**src/rtl/bip_control_fsm.sv**
```systemverilog
// BIP multi-cycle control unit: FETCH/EXEC/WAIT/HALT sequencer with
// branches, RAM read latency, sticky halt and a retired-instruction count.
//
// Ports:
//   i_clock, i_reset (sync, active high), i_valid (global enable)
//   i_instruction   instruction memory read data
//   i_acc_zero      accumulator == 0 flag
//   o_addr_instr    PC
//   o_operand       IR operand field
//   o_sel_a/o_sel_b/o_op_code  datapath mux and ALU controls
//   o_wr_acc/o_wr_ram/o_rd_ram strobes
//   o_halted/o_illegal         stop status
//   o_instr_count   retired instructions, saturating
module bip_control_fsm #(
  parameter int NB_DATA            = 16,
  parameter int NB_OPCODE          = 5,
  parameter int NB_OPERAND         = 11,
  parameter int LOG2_N_INSMEM_ADDR = 11,
  parameter int NB_SEL_A           = 2,
  parameter int RAM_LATENCY        = 1,
  parameter int NB_COUNT           = 16
) (
  input  logic                          i_clock,
  input  logic                          i_reset,
  input  logic                          i_valid,
  input  logic [NB_DATA-1:0]            i_instruction,
  input  logic                          i_acc_zero,
  output logic [LOG2_N_INSMEM_ADDR-1:0] o_addr_instr,
  output logic [NB_OPERAND-1:0]         o_operand,
  output logic [NB_SEL_A-1:0]           o_sel_a,
  output logic                          o_sel_b,
  output logic                          o_op_code,
  output logic                          o_wr_acc,
  output logic                          o_wr_ram,
  output logic                          o_rd_ram,
  output logic                          o_halted,
  output logic                          o_illegal,
  output logic [NB_COUNT-1:0]           o_instr_count
);

  typedef enum logic [1:0] {
    S_FETCH,
    S_EXEC,
    S_WAIT,
    S_HALT
  } state_t;

  localparam logic [NB_OPCODE-1:0] OP_HALT = NB_OPCODE'(0);
  localparam logic [NB_OPCODE-1:0] OP_STO  = NB_OPCODE'(1);
  localparam logic [NB_OPCODE-1:0] OP_LD   = NB_OPCODE'(2);
  localparam logic [NB_OPCODE-1:0] OP_LDI  = NB_OPCODE'(3);
  localparam logic [NB_OPCODE-1:0] OP_ADD  = NB_OPCODE'(4);
  localparam logic [NB_OPCODE-1:0] OP_ADDI = NB_OPCODE'(5);
  localparam logic [NB_OPCODE-1:0] OP_SUB  = NB_OPCODE'(6);
  localparam logic [NB_OPCODE-1:0] OP_SUBI = NB_OPCODE'(7);
  localparam logic [NB_OPCODE-1:0] OP_BEQ  = NB_OPCODE'(8);
  localparam logic [NB_OPCODE-1:0] OP_BNE  = NB_OPCODE'(9);
  localparam logic [NB_OPCODE-1:0] OP_JMP  = NB_OPCODE'(10);

  localparam logic [2:0] W_LAST = 3'(RAM_LATENCY - 1);

  // Branch target bits taken from the operand; zero-extended if narrower.
  localparam int NT = (LOG2_N_INSMEM_ADDR < NB_OPERAND) ?
                      LOG2_N_INSMEM_ADDR : NB_OPERAND;

  localparam logic [NB_SEL_A-1:0] SEL_RAM  = NB_SEL_A'(0);
  localparam logic [NB_SEL_A-1:0] SEL_IMM  = NB_SEL_A'(1);
  localparam logic [NB_SEL_A-1:0] SEL_ALU  = NB_SEL_A'(2);
  localparam logic [NB_SEL_A-1:0] SEL_HOLD = NB_SEL_A'(3);

  state_t                          state_q, state_d;
  logic [LOG2_N_INSMEM_ADDR-1:0]   pc_q, pc_d;
  logic [NB_DATA-1:0]              ir_q, ir_d;
  logic [2:0]                      wcnt_q, wcnt_d;
  logic [NB_COUNT-1:0]             cnt_q, cnt_d;
  logic                            ill_q, ill_d;

  logic [NB_OPCODE-1:0]            opcode;
  logic [LOG2_N_INSMEM_ADDR-1:0]   tgt;
  logic [LOG2_N_INSMEM_ADDR-1:0]   next_pc;
  logic                            is_rd;
  logic                            retire;
  logic [NB_SEL_A-1:0]             sel_a;
  logic                            sel_b, op_code;
  logic                            wr_acc, wr_ram, rd_ram;

  assign opcode = ir_q[NB_DATA-1 -: NB_OPCODE];
  assign is_rd  = (opcode == OP_LD) ||
                  (opcode == OP_ADD) ||
                  (opcode == OP_SUB);

  always_comb begin
    tgt         = '0;
    tgt[NT-1:0] = ir_q[NT-1:0];
  end

  always_comb begin
    state_d = state_q;
    pc_d    = pc_q;
    ir_d    = ir_q;
    wcnt_d  = wcnt_q;
    cnt_d   = cnt_q;
    ill_d   = ill_q;
    next_pc = pc_q + 1'b1;
    retire  = 1'b0;
    sel_a   = SEL_HOLD;
    sel_b   = 1'b0;
    op_code = 1'b0;
    wr_acc  = 1'b0;
    wr_ram  = 1'b0;
    rd_ram  = 1'b0;

    unique case (state_q)
      S_FETCH: begin
        ir_d    = i_instruction;
        state_d = S_EXEC;
      end
      S_EXEC, S_WAIT: begin
        case (opcode)
          OP_LD: begin
            sel_a  = SEL_RAM;
            rd_ram = 1'b1;
          end
          OP_LDI: begin
            sel_a  = SEL_IMM;
            wr_acc = 1'b1;
          end
          OP_ADD, OP_SUB: begin
            sel_a   = SEL_ALU;
            rd_ram  = 1'b1;
            op_code = (opcode == OP_ADD);
          end
          OP_ADDI, OP_SUBI: begin
            sel_a   = SEL_ALU;
            sel_b   = 1'b1;
            wr_acc  = 1'b1;
            op_code = (opcode == OP_ADDI);
          end
          OP_STO: wr_ram = 1'b1;
          OP_BEQ: if (i_acc_zero) next_pc = tgt;
          OP_BNE: if (!i_acc_zero) next_pc = tgt;
          OP_JMP: next_pc = tgt;
          default: ;
        endcase

        if (state_q == S_EXEC) begin
          if (opcode == OP_HALT) begin
            state_d = S_HALT;
          end else if (opcode > OP_JMP) begin
            state_d = S_HALT;
            ill_d   = 1'b1;
          end else if (is_rd && RAM_LATENCY != 0) begin
            state_d = S_WAIT;
            wcnt_d  = '0;
          end else begin
            retire = 1'b1;
            if (is_rd) wr_acc = 1'b1;
          end
        end else begin
          // Accumulator captures RAM data only in the last wait cycle.
          if (wcnt_q == W_LAST) begin
            wr_acc = 1'b1;
            retire = 1'b1;
          end else begin
            wcnt_d = wcnt_q + 3'd1;
          end
        end

        if (retire) begin
          pc_d    = next_pc;
          state_d = S_FETCH;
          if (cnt_q != '1) cnt_d = cnt_q + 1'b1;
        end
      end
      S_HALT: ;
      default: state_d = S_FETCH;
    endcase

    // A frozen cycle must not strobe, else resuming would duplicate writes.
    if (!i_valid) begin
      wr_acc = 1'b0;
      wr_ram = 1'b0;
      rd_ram = 1'b0;
    end

    if (i_reset) begin
      sel_a   = SEL_HOLD;
      sel_b   = 1'b0;
      op_code = 1'b0;
      wr_acc  = 1'b0;
      wr_ram  = 1'b0;
      rd_ram  = 1'b0;
    end
  end

  always_ff @(posedge i_clock) begin
    if (i_reset) begin
      state_q <= S_FETCH;
      pc_q    <= '0;
      ir_q    <= '0;
      wcnt_q  <= '0;
      cnt_q   <= '0;
      ill_q   <= 1'b0;
    end else if (i_valid) begin
      state_q <= state_d;
      pc_q    <= pc_d;
      ir_q    <= ir_d;
      wcnt_q  <= wcnt_d;
      cnt_q   <= cnt_d;
      ill_q   <= ill_d;
    end
  end

  assign o_addr_instr  = pc_q;
  assign o_operand     = ir_q[NB_OPERAND-1:0];
  assign o_sel_a       = sel_a;
  assign o_sel_b       = sel_b;
  assign o_op_code     = op_code;
  assign o_wr_acc      = wr_acc;
  assign o_wr_ram      = wr_ram;
  assign o_rd_ram      = rd_ram;
  assign o_halted      = (state_q == S_HALT);
  assign o_illegal     = ill_q;
  assign o_instr_count = cnt_q;

endmodule
```
**config.mk**
```make
export PLATFORM = sky130hd
export DESIGN_NAME = bip_control_fsm
export DESIGN_NICKNAME = d
export VERILOG_FILES = /design/src/rtl/bip_control_fsm.sv
export SDC_FILE = /design/constraint.sdc
export NUM_CORES = 1
export LEC_CHECK = 0
export CORE_UTILIZATION = 53
export DETAILED_ROUTE_END_ITERATION = 12
export HOLD_SLACK_MARGIN = 0.02
export PLACE_DENSITY_LB_ADDON = 0.1
export REMOVE_ABC_BUFFERS = 1
export SLEW_MARGIN = 20
export SYNTH_ARGS = -nofsm -noshare
export SYNTH_HDL_FRONTEND = slang
export SYNTH_SLANG_ARGS = --single-unit
```
**constraint.sdc**
```tcl
create_clock -name i_clock -period 6 [get_ports i_clock]
set_input_delay 1.2 -clock i_clock [delete_from_list [all_inputs] [get_ports i_clock]]
set_output_delay 1.2 -clock i_clock [all_outputs]
set_load 0.1 [all_outputs]
```
==> impl_metrics.env <==
export IMPL_status="complete, no violations"
export IMPL_tightestPinTransition_ns=0.980
export IMPL_skew_ns=0.00823
export IMPL_initial_utilization_pct=55.7
export IMPL_final_cells=456
export IMPL_rsz0062_at_grt="false"
export IMPL_die_h_um=72.9
export IMPL_clock_fmax_mhz=211
export IMPL_ir_drop_mv=0.124
export IMPL_place_inst=448
export IMPL_fin_area_sq_um=3350
export IMPL_grtUsageMet2_pct=43.2
export IMPL_p_seq_share_pct=48.2
export IMPL_fin_tns_setup_ns=0
export IMPL_drt_iter0_drc=138
export IMPL_cts_tree="yes"
export IMPL_synth_edf_count=0
export IMPL_grt_use_met1_pct=31.1
export IMPL_critPathLaunchType="input port"
export IMPL_ant_nets=0
export IMPL_area_growth_pct=25.7
export IMPL_arrival_ns=3.53
export IMPL_via_per_inst=5.50
export IMPL_yosysSeqAreaShare_pct=36.8
export IMPL_grt_pass1_vias=2300
export IMPL_syn_cell_area_sq_um=2660
export IMPL_met3_usage_pct=4.42
export IMPL_switching_power_uw=241
export IMPL_pwr_share_comb_pct=23.0
export IMPL_grt_max_degree=57
export IMPL_syn_avg_cell_area_sq_um=7.77
export IMPL_grt_use_total_pct=24.4
export IMPL_placement_cell_area_sq_um=3250
export IMPL_grt_remaining_overflow=0
export IMPL_gp_congestion=0.788
export IMPL_synth_top_family_by_area="simple AND/OR/NAND/NOR gates"
export IMPL_synthTopCellsByArea="dfxtp_1, a21oi_1, nand2_1, nor2_1, nand3_1"
export IMPL_grt_first_pass_wirelength_um=10300
export IMPL_numPortBuffers=66
export IMPL_p_int_uw=489
export IMPL_min_path_type="flip-flop to flip-flop"
export IMPL_synthXorXnorAreaFrac_pct=1.97
export IMPL_fin_util_pct=70.0
export IMPL_final_max_slew_viol_count=0
export IMPL_relSlewSlack_pct=34.5
export IMPL_ys_flop_type="dfxtp_1"
export IMPL_fillers=423
export IMPL_yosysTopAreaCellShare_pct=36.8
export IMPL_critPathMaxFanout=8
export IMPL_first_pass_iters=5
export IMPL_synthSimpleGateAreaFrac_pct=29.7
export IMPL_core_area_sq_um=4790
export IMPL_synthCells=343
export IMPL_final_min_clock_period_ns=4.73
export IMPL_finalCritPeriodShare_pct=78.9
export IMPL_clockPowerShare_pct=28.8
export IMPL_synth_seq_cells=49
export IMPL_cts_max_level=2
export IMPL_wl_per_cell_um=13.4
export IMPL_p_per_area_nw_per_um2=218
export IMPL_fp_dieArea_sq_um=5310
export IMPL_ys_warn_count=0
export IMPL_yosysTopAreaCell="dfxtp_1"
export IMPL_cts_made_buffers=5
export IMPL_p_sw_share_pct=33.0
export IMPL_setup_viol=0
export IMPL_num_vias=2507
export IMPL_fin_nets=415
export IMPL_pin_count=67
export IMPL_synth_compound_area_share_pct=18.6
export IMPL_synthArstFlopShare_pct=0
export IMPL_routed_wl_um=6110
export IMPL_cts_repair_resized=0
export IMPL_top_usage_layer="met2"
export IMPL_clock_path_buffers=2
export IMPL_antenna_found_initial=0
export IMPL_power_leakage_uw=0.00110
export IMPL_rows=25
export IMPL_postCtsSetupBuffers=0
export IMPL_die_w_um=72.9
export IMPL_crit_path_end_kind="primary output"
export IMPL_final_layout_size_suffix_gt1_share_pct=5.91
export IMPL_post_route_drc_count=0
export IMPL_cts_clk_slew_worst_paths_ns=0.08
export IMPL_place_hpwl_um=4360
export IMPL_hold_viol_final=0
export IMPL_synth_mux_area_share_pct=1.64
export IMPL_critPathKind="input port to primary output"
export IMPL_cp_required_ns=4.80
export IMPL_synth_fa_ha_area_share_pct=3.29
export IMPL_worstSkewPairLatency_ns=0.30
export IMPL_diodes=0
export IMPL_cap_violations=0
export IMPL_cts_root_buffer="clkbuf_8"
export IMPL_cts_sinks=49
export IMPL_ys_types=52
export IMPL_cts_hold_buffers=0
power by group through the flow:
stage	logic [uW]	registers, uW	clock network, uW
global placement	166	359	0
detailed placement	168	359	0
global route	180	354	228
CTS	169	352	215
floorplan	62.1	412	0
finish	168	352	210
sequential cells by signal (all words and copies together) (netlist names):
signal / flops
ir_q: 16
o_instr_count: 16
o_addr_instr: 11
wcnt_q: 3
state_q: 2
o_illegal: 1
layout by cell type, fill, tap and decap left out, drive strengths merged, types with 3 or more instances in the layout:
| cell type | Yosys | final |
|---|---|---|
| xor2 | 3 | 3 |
| nor4 | 6 | 6 |
| nand3 | 18 | 18 |
| inv | 13 | 13 |
| ha | 7 | 7 |
| a21oi | 43 | 43 |
| nor2 | 28 | 28 |
| nor3 | 8 | 8 |
| xnor2 | 3 | 3 |
| nand2 | 54 | 54 |
| o32ai | 5 | 5 |
| nor3b | 4 | 4 |
| dfxtp | 49 | 49 |
| or3 | 5 | 5 |
| clkdlybuf4s50 | 0 | 65 |
| nand4 | 8 | 8 |
| and3 | 4 | 4 |
| mux2 | 3 | 3 |
| nor2b | 5 | 5 |
| a211oi | 6 | 6 |
| o21ai | 10 | 10 |
| clkbuf | 11 | 7 |
| or4b | 3 | 3 |
kinds of logic after synthesis:
group | after synthesis
multiplexers | 4
buffers and inverters | 42
flip-flops | 49
AND/OR/NAND/NOR | 156
XOR/XNOR | 6
AO/OA/AOI/OAI | 79
adder cells (fa/ha/maj) | 7
cell usage after synthesis, types with 5 or more instances:
| master | instances |
|---|---|
| nand2_1 | 54 |
| dfxtp_1 | 49 |
| a21oi_1 | 43 |
| nor2_1 | 28 |
| nand3_1 | 18 |
| inv_1 | 13 |
| buf_4 | 12 |
| clkbuf_1 | 11 |
| o21ai_0 | 10 |
| nand4_1 | 8 |
| nor3_1 | 8 |
| ha_1 | 7 |
| nor4_1 | 6 |
| a211oi_1 | 5 |
| nor2b_1 | 5 |
| o32ai_1 | 5 |
| or3_1 | 5 |
layout make-up:
type	count	area, sq um	share of cell area [%]
clock buffer	7	96.3	2.88
timing repair buffer	67	663	19.8
inverter	13	48.8	1.46
clock inverter	1	5.00	0.149
multi-input combinational	252	1470	43.9
sequential	49	981	29.3
tap	67	83.8	2.50
stage by stage:
stage                     power (uW)  hold WS [ns]  setup slack, ns
after detailed placement         527         0.470             1.27
after global routing             762         0.501             1.19
after floorplan                  474         0.455            0.569
after global placement           525         0.461             1.35
after CTS                        735         0.485             1.27
final                            730         0.481             1.27
worst paths after layout:
kind | start | to | slack (ns) | cells after the start
worst max-delay path | i_valid | o_wr_ram | 1.27 | 4
worst min-delay path | ir_q[3]$_SDFFE_PP0P_ | ir_q[3]$_SDFFE_PP0P_ | 0.48 | 2
worst max register to register | state_q[1]$_SDFFE_PP0P_ | o_instr_count[11]$_SDFFE_PP0P_ | 3.50 | 7
worst min register to register | ir_q[3]$_SDFFE_PP0P_ | ir_q[3]$_SDFFE_PP0P_ | 0.48 | 2
critical path, stage by stage:
cell,delay (ns)
clkdlybuf4s50_1,0.59
nand2_1,0.26
nor4_1,0.30
clkdlybuf4s50_1,1.18
routing by layer:
| metal | wire length, um | part of all wire (%) |
|---|---|---|
| met5 | 0 | 0 |
| met4 | 44 | 0.72 |
| met3 | 208 | 3.4 |
| met2 | 3000 | 49 |
| met1 | 2850 | 47 |
Note: power is estimated with default switching activity, not from simulation.
